==> src/rtl/sync_fifo_flags.sv <==
// Single-clock FIFO with occupancy count, almost-full/almost-empty thresholds,
// sticky overflow/underflow flags and a selectable first-word-fall-through read port.
module sync_fifo_flags #(
   parameter int WIDTH    = 32,
   parameter int DEPTH    = 4,
   parameter int AF_LEVEL = DEPTH - 1,
   parameter int AE_LEVEL = 1,
   parameter int FWFT     = 0
) (
   input  logic                       clk,
   input  logic                       reset,
   input  logic                       wr_en,
   input  logic [WIDTH-1:0]           data_in,
   input  logic                       rd_en,
   output logic [WIDTH-1:0]           data_out,
   output logic                       full,
   output logic                       empty,
   output logic                       almost_full,
   output logic                       almost_empty,
   output logic [$clog2(DEPTH+1)-1:0] count,
   output logic                       overflow,
   output logic                       underflow
);

   localparam int CW = $clog2(DEPTH + 1);
   localparam int PW = (DEPTH > 2) ? $clog2(DEPTH) : 1;

   generate
      if (WIDTH < 1 || DEPTH < 2 || AF_LEVEL < 1 || AF_LEVEL > DEPTH ||
          AE_LEVEL < 0 || AE_LEVEL > DEPTH - 1) begin : g_param_check
         $error("sync_fifo_flags: illegal WIDTH/DEPTH/AF_LEVEL/AE_LEVEL");
      end
   endgenerate

   logic [WIDTH-1:0] mem [DEPTH];
   logic [PW-1:0]    wptr;
   logic [PW-1:0]    rptr;
   logic [CW-1:0]    occ;
   logic             rd_ok;
   logic             wr_ok;

   assign empty        = (occ == '0);
   assign full         = (occ == CW'(DEPTH));
   assign almost_full  = (occ >= CW'(AF_LEVEL));
   assign almost_empty = (occ <= CW'(AE_LEVEL));
   assign count        = occ;

   // A read in the same cycle frees a slot, so a full FIFO can still accept a write.
   assign rd_ok = rd_en & ~empty;
   assign wr_ok = wr_en & (~full | rd_ok);

   // Pointers wrap by explicit compare so non-power-of-two depths work.
   always_ff @(posedge clk) begin
      if (reset) begin
         wptr      <= '0;
         rptr      <= '0;
         occ       <= '0;
         overflow  <= 1'b0;
         underflow <= 1'b0;
      end else begin
         if (wr_ok)
            wptr <= (wptr == PW'(DEPTH - 1)) ? '0 : wptr + PW'(1);
         if (rd_ok)
            rptr <= (rptr == PW'(DEPTH - 1)) ? '0 : rptr + PW'(1);
         case ({wr_ok, rd_ok})
            2'b10:   occ <= occ + CW'(1);
            2'b01:   occ <= occ - CW'(1);
            default: occ <= occ;
         endcase
         if (wr_en & ~wr_ok)
            overflow <= 1'b1;
         if (rd_en & empty)
            underflow <= 1'b1;
      end
   end

   // Storage is never cleared; a write coinciding with reset is discarded.
   always_ff @(posedge clk) begin
      if (!reset && wr_ok)
         mem[wptr] <= data_in;
   end

   generate
      if (FWFT != 0) begin : g_fwft
         assign data_out = empty ? '0 : mem[rptr];
      end else begin : g_std
         logic [WIDTH-1:0] dout_q;
         always_ff @(posedge clk) begin
            if (reset)
               dout_q <= '0;
            else if (rd_ok)
               dout_q <= mem[rptr];
         end
         assign data_out = dout_q;
      end
   endgenerate

endmodule

==> config.mk <==
export PLATFORM = sky130hd
export DESIGN_NAME = sync_fifo_flags
export DESIGN_NICKNAME = d
export VERILOG_FILES = /design/src/rtl/sync_fifo_flags.sv
export SDC_FILE = /design/constraint.sdc
export NUM_CORES = 1
export LEC_CHECK = 0
export CAP_MARGIN = 0
export CORE_UTILIZATION = 55
export DETAILED_ROUTE_END_ITERATION = 10
export PLACE_DENSITY = 0.84
export SYNTH_ARGS = -nofsm -noshare
export SYNTH_HDL_FRONTEND = slang
export SYNTH_SLANG_ARGS = --single-unit
==> constraint.sdc <==
create_clock -name clk -period 5.1 [get_ports clk]
set_input_delay 1.02 -clock clk [delete_from_list [all_inputs] [get_ports clk]]
set_output_delay 1.02 -clock clk [all_outputs]
set_load 0.01 [all_outputs]
# Yosys cells after proc, flatten, opt, wreduce, memory -nomap -nowiden

Memory sizes are Yosys's and may differ from the RTL's. A register that Yosys moved wholly into a read port is not among the register bits.
Cells that the tools add are included.
Widths: inputs -> output; s select.

RAM bits: 128
Register bits after elaboration: 9
Input port bits: 36
Word-level logic and storage cells: 34
Memories kept: 1
Output and inout bits: 41

Reduce and logical (&&, ||, !) cells: 4
Muxes and demuxes: 5
Equal/unequal tests: 5
Order comparisons: 2
$add $sub $neg: 4
Bitwise gates (word level): 8

Memories:

| name | words | width | read ports | clocked after Yosys merged registers in | wr ports | RTL line | source |
|---|---|---|---|---|---|---|---|
| mem  | 4     | 32    | 1          | 1                                       | 1        | 35       | `logic [WIDTH-1:0] mem [DEPTH];` |

Operator list:

| kind                | number |
|---|---|
| $eq 2x2->1 const B  | 3 |
| $pmux 3 s2          | 1 |
| $add 2x1->2 const B | 2 |
| $and 1x1->1         | 4 |
| $mux 2              | 2 |
| $add 3x1->3 const B | 1 |
| $eq 3x3->1 const B  | 1 |
| $ge 3x2->1 const B  | 1 |
| $le 3x1->1 const B  | 1 |
| $logic_not 3->1     | 1 |
| $not 1->1           | 3 |
| $sub 3x1->3 const B | 1 |
| $eq 2x1->1 const B  | 1 |
| $mux 1              | 2 |
| $reduce_bool 2->1   | 1 |
| $logic_and 1x1->1   | 1 |
| $logic_not 1->1     | 1 |
| $or 1x1->1          | 1 |

# Logic depth before layout (Yosys ltp)

Word-level depth: 8
Gate-level depth with buffers: 9
Mapped depth without buffers: 9

# Least setup slack after synthesis

OpenSTA, ideal clock, no wires.

Kind: input-to-reg
Start: in rd_en
End: mem mem[1][0] (enable)
Buffers on the path: 0
Setup slack: 0.968 ns
Data required time: 4.632 ns
Setup time: 0.468 ns
Cell stages on the path: 3
Arrival time: 3.664 ns
Cell sequence: nand3b_1 -> nand2_1 -> nor3b_1

Word-level cells in the longest chain between the ends: 6

RTL lines:

| item                         | RTL line | source |
|---|---|---|
| start, declared              | 14       | `input logic rd_en,` |
| $and 1x1->1                  | 49       | `assign rd_ok = rd_en & ~empty;` |
| $or 1x1->1                   | 50       | `assign wr_ok = wr_en & (~full \| rd_ok);` |
| $and 1x1->1                  | 50       |  |
| $logic_and 1x1->1            | 79       | `if (!reset && wr_ok)` |
| $mux 1                       | 79       |  |
| $mux 1 (not written as such) | 80       | `mem[wptr] <= data_in;` |
| end, declared                | 35       |  |

No other way between the ends.

# Final worst setup path

Start: reg occ[1] (netlist: count[1])
End: out empty

Word-level cells in the longest chain between the ends: 1

RTL lines:

| item                   | RTL line | source |
|---|---|---|
| start, declared        | 38       | `logic [CW-1:0] occ;` |
| start signal, assigned | 66       | `2'b10: occ <= occ + CW'(1);` |
| start signal, assigned | 67       | `2'b01: occ <= occ - CW'(1);` |
| $logic_not 3->1        | 42       | `assign empty = (occ == '0);` |
| end, declared          | 17       | `output logic empty,` |

No other way between the ends.

==> Implementation_results.wiki <==
{| class="wikitable"
! Metric !! Value
|-
| Final design utilization || 0.7098
|-
| Overall die area || 11,800 um^2
|-
| Switching share of power || 0.2624
|-
| Tot GR Track Use || 0.2220
|-
| Syn Nets || 357
|-
| Series of cell instances along the critical path || inv_1 > ha_1 > nand2b_4 > inv_2 > clkdlybuf4s50_1
|-
| Delay of the slowest cell on the worst path || 560 ps
|-
| Count of cells resized by post-cts repair || 0
|-
| Power share of the combinational group || 0.213
|-
| Maximum number of pins on one net before global-route repair || 35
|-
| Sequential standard cell area || 4667 um^2
|-
| Most instantiated cells after synthesis || sky130_fd_sc_hd__edfxtp_1, sky130_fd_sc_hd__dfxtp_1, sky130_fd_sc_hd__a22o_1
|-
| Total power density per cell area || roughly 480 nW/um^2
|-
| Ranking of synthesized cells by area || sky130_fd_sc_hd__edfxtp_1, sky130_fd_sc_hd__dfxtp_1, sky130_fd_sc_hd__mux4_2, sky130_fd_sc_hd__a22o_1, sky130_fd_sc_hd__ha_1
|-
| Die Wd || 108.6 um
|-
| Worst relative slew slack || 0.3251
|-
| Leading cell type by number of instances after synthesis || sky130_fd_sc_hd__edfxtp_1
|-
| Drt drc || 0
|-
| Number of nets still failing antenna checks after routing || 0
|-
| Slack of the critical path || 2098 ps
|-
| Clock root buffer master || sky130_fd_sc_hd__clkbuf_16
|-
| Sum of routed wire length over all layers || 11,870 um
|-
| Routed via count || approximately 3,200
|-
| Static power due to leakage || 2.628 nW
|-
| Floorplan core area || 10,940 um^2
|-
| Gate Count Post-Synth || 310
|-
| Pre-antenna DRT Iters || 5
|-
| Number of hold-slack violations in the final timing report || 0
|-
| Worst setup slack before clock tree synthesis || 1718 ps
|-
| Net switching power || 0.9834 mW
|-
| Number of port buffers || 76
|-
| Number of ports placed on the die boundary || 77
|-
| Largest clock skew in the final design || 7.185 ps
|-
| Critical path class || reg2out
|-
| CTS H-tree lvls || 4
|-
| Share of synthesized flip-flops with an asynchronous set or reset || 0
|-
| Avg Cell Area, Syn || 20.17 um^2
|-
| Synth cell types || 30
|-
| HPWL after detailed placement || 6730 um
|-
| Antenna violations before repair || 0
|-
| Kind of cell adding the most delay to the critical path || buffers and inverters
|-
| Fraction of final layout cells with drive strength greater than 1 || 0.1893
|-
| Worst hold margin || 471.8 ps
|-
| Clock edge transition at the registers on the reported setup and hold paths || 60 ps
|-
| Arrival time of data at the critical path endpoint || 1980 ps
|-
| Pin slew with the least headroom to its limit || 1010 ps
|-
| Hold Buf Count CTS || 0
|-
| Power Internal || between 2 and 3 mW
|-
| Starting utilization of the core area || 0.5719
|-
| Via density || slightly below 6
|-
| P&R area growth vs syn || 24.13%
|-
| Count of clock tree sinks || approximately 170
|-
| Clock tree from TritonCTS || done
|-
| Final weighted congestion of routability-driven global placement || ~0.70
|-
| Detailed-route wire length per cell || 21.49 um
|-
| Cell area after synthesis || 6253 um^2
|-
| Post-CTS setup buffer count || 0
|-
| Share of the clock period used by the worst path after layout || 0.5887
|-
| Die Y || 108.6 um
|-
| Leftover overflow at the end of global routing || 0
|-
| Bufs on Longest Clock Path || 2
|-
| Biggest fanout along the worst timing path || 7
|-
| Share of synthesized area occupied by flip-flops and latches || 0.7459
|-
| Final Max Slew Viols || 0
|-
| Kind of start point of the critical path || register
|-
| Prevailing post-synth register cell || sky130_fd_sc_hd__edfxtp_1
|-
| Part of the power in the clock network || 0.332
|-
| Crit path time final || 3002 ps
|-
| Ant diodes || 0
|-
| Post-synth EDFFs || around 130
|-
| CP Capture Type || primary output
|-
| Fraction of post-synthesis cell area in the top cell type by area || 0.6146
|-
| Worst voltage drop across the vdd grid || 292.9 uV
|-
| Outcome || complete, no violations
|-
| Required time at the endpoint of the critical path || 4080 ps
|-
| Buffering stage count on the worst path with inverters included || 3
|-
| Total Nets Final || approximately 450
|-
| Ys Warns || 0
|-
| Number of maximum-capacitance constraint violations || 0
|-
| Leading area contributor after synthesis || sky130_fd_sc_hd__edfxtp_1
|-
| Global-route wire length before repair || around 18,000 um
|-
| Latest clock arrival within the worst-skew pair || between 400 and 500 ps
|-
| Max stage delay cell, worst path || sky130_fd_sc_hd__clkdlybuf4s50_1
|-
| Worst min path class || reg2reg
|-
| # rows || 38
|-
| Area of the multi-input gates || ~1400 um^2
|-
| Number of global-route vias before repair || around 3,300
|-
| FF+latch count, synth || around 170
|-
| Setup repair after global routing missed its margin || false
|-
| Number of setup violations in the final report || 0
|-
| Number of design-rule violations left by the first detailed-router iteration || 246
|-
| Maximum clock frequency || 333.1 MHz
|-
| Layout filler cell count || approximately 640
|-
| Setup TNS || 0 ps
|-
| Sequential share of power || 0.454
|-
| TritonCTS Buffers || 17
|}
flip-flops by register name, summed over array words and instances (netlist names):
| register | count |
|---|---|
| underflow | 1 |
| data_out | 32 |
| count | 3 |
| rptr | 2 |
| mem | 128 |
| wptr | 2 |
| overflow | 1 |
kinds of logic after synthesis:
group,after synthesis,synth area share
simple gates,24,0.02501
buf+inv,23,0.02681
compound gates,49,0.05983
mux,32,0.1176
xor+xnor,2,0.002802
flops,169,0.7459
fa+ha+maj,11,0.02201
worst reg2reg max path: cells and delay by family (launching register included):
family | cells | cell delay [ps]
flip-flops | 1 | 420
buffers and inverters | 2 | 400
adder cells (fa/ha/maj) | 1 | 280
AND/OR/NAND/NOR | 3 | 1140
per-stage QoR:
stage          std cells  total power, mW  area (um^2)
6_report             552            3.747         7762
5_1_grt              552            3.899         7762
2_1_floorplan        310            2.210         6254
3_5_place_dp         519            2.513         7154
4_1_cts              551            3.764         7735
3_3_place_gp         519            2.491         7154
path summary, 6_finish.rpt:
check                           startpoint          to  slack (ps)  cells after the start
worst max-delay path              count[1]       empty        2100                      5
worst min-delay path             underflow   underflow         470                      2
worst min register to register   underflow   underflow         470                      2
worst max register to register    count[0]  mem[3][25]        2560                      6
power groups by stage:
stage	combinational (mW)	sequential [mW]	clock (mW)
2_1_floorplan	0.490	1.72	0
3_3_place_gp	0.763	1.73	0
3_5_place_dp	0.781	1.73	0
4_1_cts	0.791	1.71	1.27
5_1_grt	0.858	1.72	1.32
6_report	0.798	1.70	1.25
final cells by class:
class,instances,area share
clock buffer,20,0.06028
clock inverter,12,0.01451
inverter,8,0.003868
multi-input combinational,118,0.1867
sequential,169,0.6012
tap,140,0.02257
timing repair buffer,85,0.1109
metal layers:
layer  part of all wire  GRT usage
met1               0.41     0.2720
met2               0.52     0.3644
met3              0.060    0.07890
met4              0.016    0.08301
met5                  0          0
placed cells by master (no fill, tap or decap), drive strengths merged, types with 2 or more instances in the layout:
master,count
clkdlybuf4s50,76
nor3b,4
dfxtp,41
inv,12
clkbuf,20
clkinv,6
nand3,2
and3b,2
a21oi,9
xor2,2
or4,2
buf,9
ha,11
a22o,32
nor2,8
mux4,32
edfxtp,128
o21ai,6
Power figures use the tool's default switching activity.
